==> config.mk <==
export PLATFORM = sky130hd
export DESIGN_NAME = audio_sample_feeder_flat
export DESIGN_NICKNAME = d
export VERILOG_FILES = /design/src/rtl/audio_sample_feeder_if.sv /design/src/rtl/audio_sample_feeder.sv /design/src/flat_wrapper.sv
export SDC_FILE = /design/constraint.sdc
export NUM_CORES = 1
export LEC_CHECK = 0
export BUFFER_PORTS_ARGS = -buffer_cell sky130_fd_sc_hd__buf_2
export CAP_MARGIN = 0
export CORE_UTILIZATION = 48
export CTS_BUF_LIST = sky130_fd_sc_hd__clkbuf_16
export DETAILED_ROUTE_END_ITERATION = 12
export MAX_ROUTING_LAYER = met4
export PLACE_DENSITY_LB_ADDON = 0.25
export SETUP_SLACK_MARGIN = 0.15
export SYNTH_ARGS = -nofsm -noshare
export SYNTH_HDL_FRONTEND = slang
export SYNTH_SLANG_ARGS = --single-unit
export TNS_END_PERCENT = 30
==> constraint.sdc <==
create_clock -name Clk -period 1.8 [get_ports Clk]
set_input_delay 0.36 -clock Clk [delete_from_list [all_inputs] [get_ports Clk]]
set_output_delay 0.36 -clock Clk [all_outputs]
set_load 0.01 [all_outputs]
==> src/rtl/audio_sample_feeder_if.sv <==
// Sample-feeder bus: playback controls, ROM read port and the frame word handed to the I2S transmitter.
// master = feeder side, slave = the surrounding system (ROM, controls, transmitter).
interface audio_sample_feeder_if #(
  parameter int ADDR_W = 16
);
  logic              play;
  logic              loop;
  logic [2:0]        volume;
  logic [ADDR_W-1:0] rom_addr;
  logic [7:0]        rom_data;
  logic [31:0]       sample_out;
  logic              sample_strobe;
  logic              busy;
  logic              done;

  modport master (
    input  play, loop, volume, rom_data,
    output rom_addr, sample_out, sample_strobe, busy, done
  );

  modport slave (
    output play, loop, volume, rom_data,
    input  rom_addr, sample_out, sample_strobe, busy, done
  );
endinterface

==> src/rtl/audio_sample_feeder.sv <==
// Fetches 8-bit PCM from ROM and presents an LRCLK-aligned 32-bit I2S frame word with play/stop/loop control.
// Word lands ~3 Clk after each LRCLK fall; no backpressure, the transmitter must take one word per frame.
module audio_sample_feeder #(
  parameter int                ADDR_W     = 16,
  parameter logic [ADDR_W-1:0] SAMPLE_LEN = 16'd44000
) (
  input  logic                   Clk,
  input  logic                   Reset_n,
  input  logic                   LRCLK,
  audio_sample_feeder_if.master  bus
);

  localparam logic [ADDR_W-1:0] LAST_ADDR = SAMPLE_LEN - ADDR_W'(1);

  typedef enum logic [1:0] {IDLE, FETCH, WAIT, LOAD} state_t;

  state_t             state;
  logic [1:0]         lr_sync;
  logic               lr_hist;
  logic               frame_start;
  logic [31:0]        prep_word;
  logic signed [7:0]  s8;
  logic signed [23:0] s24;

  // Falling LRCLK marks the start of the left channel.
  assign frame_start = ~lr_sync[1] & lr_hist;

  assign s8  = $signed(bus.rom_data ^ 8'h80);
  assign s24 = $signed({s8, 16'h0000}) >>> bus.volume;

  always_ff @(posedge Clk) begin
    if (!Reset_n) begin
      state             <= IDLE;
      lr_sync           <= 2'b00;
      lr_hist           <= 1'b0;
      prep_word         <= '0;
      bus.rom_addr      <= '0;
      bus.sample_out    <= '0;
      bus.sample_strobe <= 1'b0;
      bus.busy          <= 1'b0;
      bus.done          <= 1'b0;
    end else begin
      lr_sync           <= {lr_sync[0], LRCLK};
      lr_hist           <= lr_sync[1];
      bus.sample_strobe <= 1'b0;
      bus.done          <= 1'b0;

      case (state)
        IDLE: begin
          // Silence from the first frame boundary after the clip ends or stops.
          if (frame_start) begin
            bus.sample_out <= '0;
            if (bus.play) begin
              bus.rom_addr <= '0;
              bus.busy     <= 1'b1;
              state        <= FETCH;
            end
          end
        end

        FETCH: state <= WAIT;

        WAIT: begin
          prep_word <= {1'b0, s24, 7'b0000000};
          state     <= LOAD;
        end

        LOAD: begin
          if (frame_start) begin
            bus.sample_strobe <= 1'b1;
            if (!bus.play) begin
              bus.sample_out <= '0;
              bus.busy       <= 1'b0;
              state          <= IDLE;
            end else begin
              bus.sample_out <= prep_word;
              if (bus.rom_addr == LAST_ADDR) begin
                if (bus.loop) begin
                  bus.rom_addr <= '0;
                  state        <= FETCH;
                end else begin
                  bus.done <= 1'b1;
                  bus.busy <= 1'b0;
                  state    <= IDLE;
                end
              end else begin
                bus.rom_addr <= bus.rom_addr + ADDR_W'(1);
                state        <= FETCH;
              end
            end
          end
        end

        default: state <= IDLE;
      endcase
    end
  end

endmodule
==> src/flat_wrapper.sv <==
// flat-port wrapper written by rule: the top's interface ports become plain ports
module audio_sample_feeder_flat 
#(
  parameter int                ADDR_W     = 16,
  parameter logic [ADDR_W-1:0] SAMPLE_LEN = 16'd44000
)
  (Clk, Reset_n, LRCLK, bus_play, bus_loop, bus_volume, bus_rom_data, bus_rom_addr, bus_sample_out, bus_sample_strobe, bus_busy, bus_done);
  audio_sample_feeder_if #(.ADDR_W(ADDR_W)) bus_i ();
  input  logic Clk;
  input  logic Reset_n;
  input  logic LRCLK;
  input wire logic [$bits(bus_i.play)-1:0] bus_play;
  input wire logic [$bits(bus_i.loop)-1:0] bus_loop;
  input wire logic [$bits(bus_i.volume)-1:0] bus_volume;
  input wire logic [$bits(bus_i.rom_data)-1:0] bus_rom_data;
  output wire logic [$bits(bus_i.rom_addr)-1:0] bus_rom_addr;
  output wire logic [$bits(bus_i.sample_out)-1:0] bus_sample_out;
  output wire logic [$bits(bus_i.sample_strobe)-1:0] bus_sample_strobe;
  output wire logic [$bits(bus_i.busy)-1:0] bus_busy;
  output wire logic [$bits(bus_i.done)-1:0] bus_done;
  assign bus_i.play = bus_play;
  assign bus_i.loop = bus_loop;
  assign bus_i.volume = bus_volume;
  assign bus_i.rom_data = bus_rom_data;
  assign bus_rom_addr = bus_i.rom_addr;
  assign bus_sample_out = bus_i.sample_out;
  assign bus_sample_strobe = bus_i.sample_strobe;
  assign bus_busy = bus_i.busy;
  assign bus_done = bus_i.done;
  audio_sample_feeder #(.ADDR_W(ADDR_W), .SAMPLE_LEN(SAMPLE_LEN)) u_core (.Clk(Clk), .Reset_n(Reset_n), .LRCLK(LRCLK), .bus(bus_i));
endmodule
# After elaboration in Yosys (flattened, before gate mapping)
# Index checks and enable logic that the tools add are counted.
op_classes:
  n_eq_ne: 11
  n_reduce_logical: 8
  bitwise_logic: 3
  addsub: 1
  n_mux: 27
  shifts: 1
op_table:
  columns: ["op", "count"]
  rows:
  - ["16-bit two-way mux", 6]
  - ["32-bit two-way mux", 2]
  - ["32-bit one-hot mux with 2 select lines", 1]
  - ["16-bit one-hot mux with 2 select lines", 1]
  - ["31-bit two-way mux", 1]
  - ["24-bit by 3-bit >>> shifter with 24-bit output", 1]
  - ["16-bit by 1-bit adder with 16-bit output, second input constant", 1]
  - ["16-bit equality test, second input constant", 1]
  - ["6-bit AND reduction", 2]
  - ["1-bit two-way mux", 10]
  - ["2-bit two-way mux", 4]
  - ["2-bit one-hot mux with 4 select lines", 1]
  - ["3-bit != test, second input constant", 2]
  - ["3-bit AND reduction", 2]
  - ["5-bit AND reduction", 1]
  - ["2-bit equality test, second input constant", 2]
  - ["2-bit by 1-bit != test with 1-bit output, second input constant", 2]
  - ["2-bit != test, second input constant", 2]
  - ["3-bit by 2-bit != test with 1-bit output, second input constant", 1]
  - ["2-bit by 1-bit equality test with 1-bit output, second input constant", 1]
  - ["2-bit zero test", 1]
  - ["1-bit inverter", 2]
  - ["1-bit one-hot mux with 2 select lines", 1]
  - ["2-bit AND reduction", 1]
  - ["2 further kinds", 2]
word_totals:
  reg_bits: 80
  output_inout_bits: 51
  inputBits: 16
  word_cells: 60

# Longest topological paths before layout
depth:
  ltp_word: 5
  ltp_mapped: 9
  ltp_nobuf: 7

# Worst setup path after synthesis
# No wires, ideal clock.
synth_path:
  path_type: "register -> register"
  start: "reg u_core.bus.rom_addr[0]"
  end: "reg u_core.bus.rom_addr[7]"
  path_slack_ns: -0.012
  period_less_slack_ns: 1.812
  path_buffers: 0
  setup_time_ns: 0.069
  path_stages_with_launch: 7
  required_time_ns: 1.731
  arrival_ns: 1.743
  cell_sequence: "dfxtp_1 ha_1 nand3_1 nor2_1 a211o_2 or4_1 o21ai_1"
synth_between:
  elab_chain_len: 5
  elab_cells_between_ends: 8
  classes_between: "add/sub: 1; eq/ne: 2; mux: 4; reduce/logical: 1"
synth_rtl:
  columns: ["item", "line", "rtl"]
  rows:
  - ["start, declared", "audio_sample_feeder_if.sv:18", "output rom_addr, sample_out, sample_strobe, busy, done"]
  - ["start signal, assigned", "audio_sample_feeder.sv:87", "bus.rom_addr <= bus.rom_addr + ADDR_W'(1);"]
  - ["16-bit by 1-bit adder with 16-bit output or 16-bit equality test (tied branches)", "audio_sample_feeder.sv:87, audio_sample_feeder.sv:77", null]
  - ["16-bit two-way mux", "audio_sample_feeder.sv:77", "if (bus.rom_addr == LAST_ADDR) begin"]
  - ["16-bit two-way mux", "audio_sample_feeder.sv:71", "if (!bus.play) begin"]
  - ["16-bit two-way mux", "audio_sample_feeder.sv:69", "if (frame_start) begin"]
  - ["16-bit one-hot mux with 2 select lines", "audio_sample_feeder.sv:48", "case (state)"]
# Parallel ways exist; a longest one is shown, timed or not. The select of a mux whose other input is x is not followed.
# A chain may end at the register's enable or synchronous reset.

# Worst setup path in the final report
layout_path:
  start: "reg u_core.bus.rom_addr[9]"
  end: "reg u_core.bus.rom_addr[0]"
layout_between:
  elab_chain_len: 5
  elab_cells_between_ends: 7
  classes_between: "eq/ne: 2; mux: 4; reduce/logical: 1"
layout_rtl:
  columns: ["item", "line"]
  rows:
  - ["16-bit equality test (*)", "audio_sample_feeder.sv:77"]
  - ["16-bit two-way mux", "audio_sample_feeder.sv:77"]
  - ["16-bit two-way mux", "audio_sample_feeder.sv:71"]
  - ["16-bit two-way mux", "audio_sample_feeder.sv:69"]
  - ["16-bit one-hot mux with 2 select lines", "audio_sample_feeder.sv:48"]
# Every way passes the cells marked *; elsewhere a longest branch is shown, timed or not. The select of a mux whose other input is x is not followed.

==> results by group <==
Final layout
  • Final Non-Filler Cells: roughly 480
  • Post-layout util: 60.0%
  • Commonest non-fill, non-tap cells in the layout: 49 x buf_2, 49 x dfxtp_1, 47 x nand2_1
  • Nets: 424
  • Share of cells above drive strength 1: 26.0%
  • Diodes inserted: 0
  • Layout area overhead: 19.9%

Logic synthesis
  • Synth Area in Compound Gates: between 10% and 20%
  • Simple-gate share of the synthesized area: 24.0%
  • Syn. warnings: 0
  • Cell variety after synth: 56
  • Syn Inst Count: 341
  • Synth top area share: 39.0%
  • Top FF cell, synth: dfxtp_1
  • XOR/XNOR Fraction of Synth Area: 0%
  • Top post-synthesis cells by area: dfxtp_1 39%, a21oi_1 7.4%, nand2_1 6.4%, buf_4 4.9%, nand3_1 4.9%
  • Async S/R FF share, synth: 0%
  • Synth area leader: dfxtp_1
  • Post-synthesis mux area share: approximately 6.5%
  • Post-Syn Area per Cell: roughly 8 sq um
  • FF+latch count, synth: 54
  • Number of flops mapped to enable cells by yosys: 0
  • Largest family of logic cells by synthesized area: simple AND/OR/NAND/NOR gates
  • Register area share after synthesis: between 30% and 40%
  • Synth Area in Adders: about 2.3%
  • Post-Syn Area: 0.00277 sq mm

Drt
  • DR vias/cell: ~5.5
  • Final WL: 6550 um
  • Antenna Nets Post-Route: 0
  • Vias: 2620
  • Drt wl/cell: 13.8 um
  • DR pass1 iterations: 4
  • DRC: 0
  • Drt initial violations: between 150 and 200

Worst hold path
  • Hold Crit Depth: 2
  • Hold WC Path Type: in -> reg
  • Min-delay src: LRCLK
  • WHS Endpoint: u_core.lr_sync[0]

Clock tree
  • Total CTS buffers: 5
  • Maximum buffer depth of the clock tree: 2
  • Clock sinks: 54
  • Clock transition at path regs: 0.07 ns
  • H-tree depth: 2
  • CTS tree: done
  • Root Driver: clkbuf_16
  • Clk Latency, worst-skew pair: a little under 0.3 ns

Global route
  • GRT overflow: 0
  • Initial antenna violation count: 0
  • Overall Global Routing Usage: 23.0%
  • Number of global-route vias before repair: 2295
  • Largest net degree at the start of global routing: 32
  • First-pass GRT wire length: 10800 um

Floorplanning
  • Starting Density: 50.0%
  • Die H: slightly below 80 um
  • Die span in x: between 70 and 80 um
  • CORE AREA: 0.00554 sq mm
  • Num rows: 27
  • # IOs: 67
  • Die area: about 0.006 sq mm

Timing
  • Final setup violation count: 0
  • Worst Skew: 0.00541 ns
  • Final worst path period share: 97.3%
  • Setup ws final: a little under 0.05 ns
  • RSZ-0062 raised after global routing: yes
  • Max Transition Viols Final: 0
  • Post-layout min period: 1.75 ns
  • Hold Vio Cnt, Final: 0
  • Max Freq: 571 MHz

Power and ir drop
  • Switching Power: 0.00113 W
  • Internal Power: 0.00219 W
  • Clock power frac: 27.7%
  • Peak VDD IR: 0.000600 V
  • Flop pwr share: 41.9%
  • Pwr dens: 997 mW/mm^2
  • Switching Share: 34.0%
  • Leak pwr: 1.40 nW
  • Logic pwr share: 30.4%

Placement
  • Pre-CTS setup slack: 0.0488 ns
  • Post-DP HPWL: 4770 um
  • # placed instances: 467
  • Routability cong.: between 0.8 and 0.9
  • Port Buffer Count: 49

Critical path
  • WP data arrival: 1.98 ns
  • Setup crit end kind: flip-flop
  • Critical path's slowest cell: or3b_4
  • Crit Reg-Reg Endpoint: u_core.bus.rom_addr[0]
  • Origin of the critical flop-to-flop path: u_core.bus.rom_addr[9]
  • Critical path required time: 2.03 ns
  • WP buf/inv: 2
  • Max FO, Critical Path: 4
  • Startpoint class of the critical path: flip-flop
  • Peak per-stage delay on the critical path: 0.38 ns
  • Critical-path cell list: or3b_4 > nor4_4 > buf_4 > buf_4 > a31oi_2 > mux2_4 > nor2_2
  • R2R setup slack: 0.05 ns
  • Top delay family on crit path: simple AND/OR/NAND/NOR gates
  • Setup CP Type: reg -> reg
  • Cell depth of the worst flop-to-flop path: 7
  • Most used cell, CP: buf_4

Run status
  • Status: complete, no violations

Job
  • Max-cap violation count: 0
[timing repair]
item,CTS,global route
hold buffers,0,0
endpoints found under the setup margin,18,34
resized for setup,1,8
buffers inserted,0,1
pin swaps,2,6
[metal layers]
layer	vias up	part of all wire [%]	global-route usage (%)
met5	-	0	-
met4	0	1.5	8.89
met3	8	5.0	4.82
met2	76	49	36.7
met1	1232	44	28.4
li1	1304	-	-
[layout make-up]
cell class / instances / area, sq um
Timing Repair Buffer: 73 / 429
Sequential cell: 54 / 1090
Fill cell: 543 / 2210
Inverter: 10 / 37.5
Multi-Input combinational cell: 259 / 1540
Tap cell: 72 / 90.1
Clock inverter: 3 / 11.3
Clock buffer: 5 / 125
[cells in the mapped netlist, types with 5 or more instances]
cell	count
a211oi_1	6
a21oi_1	41
a31oi_1	8
and2_1	6
buf_4	18
clkbuf_1	14
dfxtp_1	54
ha_1	5
inv_1	9
mux2i_1	13
nand2_1	47
nand3_1	27
nor2_1	25
o21ai_0	10
[worst max path at each step]
stage	slack (ns)	startpoint	cells after the start	endpoint
6_report	0.05	u_core.bus.rom_addr[9]	7	u_core.bus.rom_addr[0]
5_1_grt	-0.04	u_core.bus.rom_addr[9]	7	u_core.bus.rom_addr[15]
4_1_cts	0.04	u_core.bus.rom_addr[9]	7	u_core.bus.rom_addr[15]
3_5_place_dp	0.05	u_core.bus.rom_addr[9]	7	u_core.bus.rom_addr[12]
3_3_place_gp	0.07	bus_play	7	u_core.bus.rom_addr[10]
2_1_floorplan	0.09	u_core.bus.rom_addr[10]	5	u_core.bus.rom_addr[0]
[sequential cells by signal, indices dropped and copies added, names as in the netlist]
register	cells
u_core.bus.sample_strobe	1
u_core.prep_word	15
u_core.lr_hist	1
u_core.state	2
u_core.bus.rom_addr	16
u_core.bus.sample_out	15
u_core.lr_sync	2
u_core.bus.busy	1
u_core.bus.done	1
[metrics by stage]
stage / power (W) / cell area, sq um / TNS [ns] / hold slack (ns)
6_report: 0.00332 / 3330 / 0 / 0.282
5_1_grt: 0.00352 / 3330 / -0.171 / 0.276
4_1_cts: 0.00328 / 3290 / 0 / 0.280
3_5_place_dp: 0.00237 / 3150 / 0 / 0.429
3_3_place_gp: 0.00235 / 3150 / 0 / 0.423
2_1_floorplan: 0.00212 / 2850 / 0 / 0.412
[power groups by stage]
stage	clock network [W]	logic [W]	registers (W)
floorplan	0	0.000735	0.00139
global route	0.000997	0.00112	0.00140
finish	0.000918	0.00101	0.00139
CTS	0.000936	0.000967	0.00138
global placement	0	0.000946	0.00140
detailed placement	0	0.000967	0.00141
[cells by family after synthesis]
kind of cell | after synthesis
buf+inv | 44
flops | 54
simple gates | 132
other cells | 1
compound gates | 88
fa+ha+maj | 5
mux | 17
(Power assumes the default switching activity.)
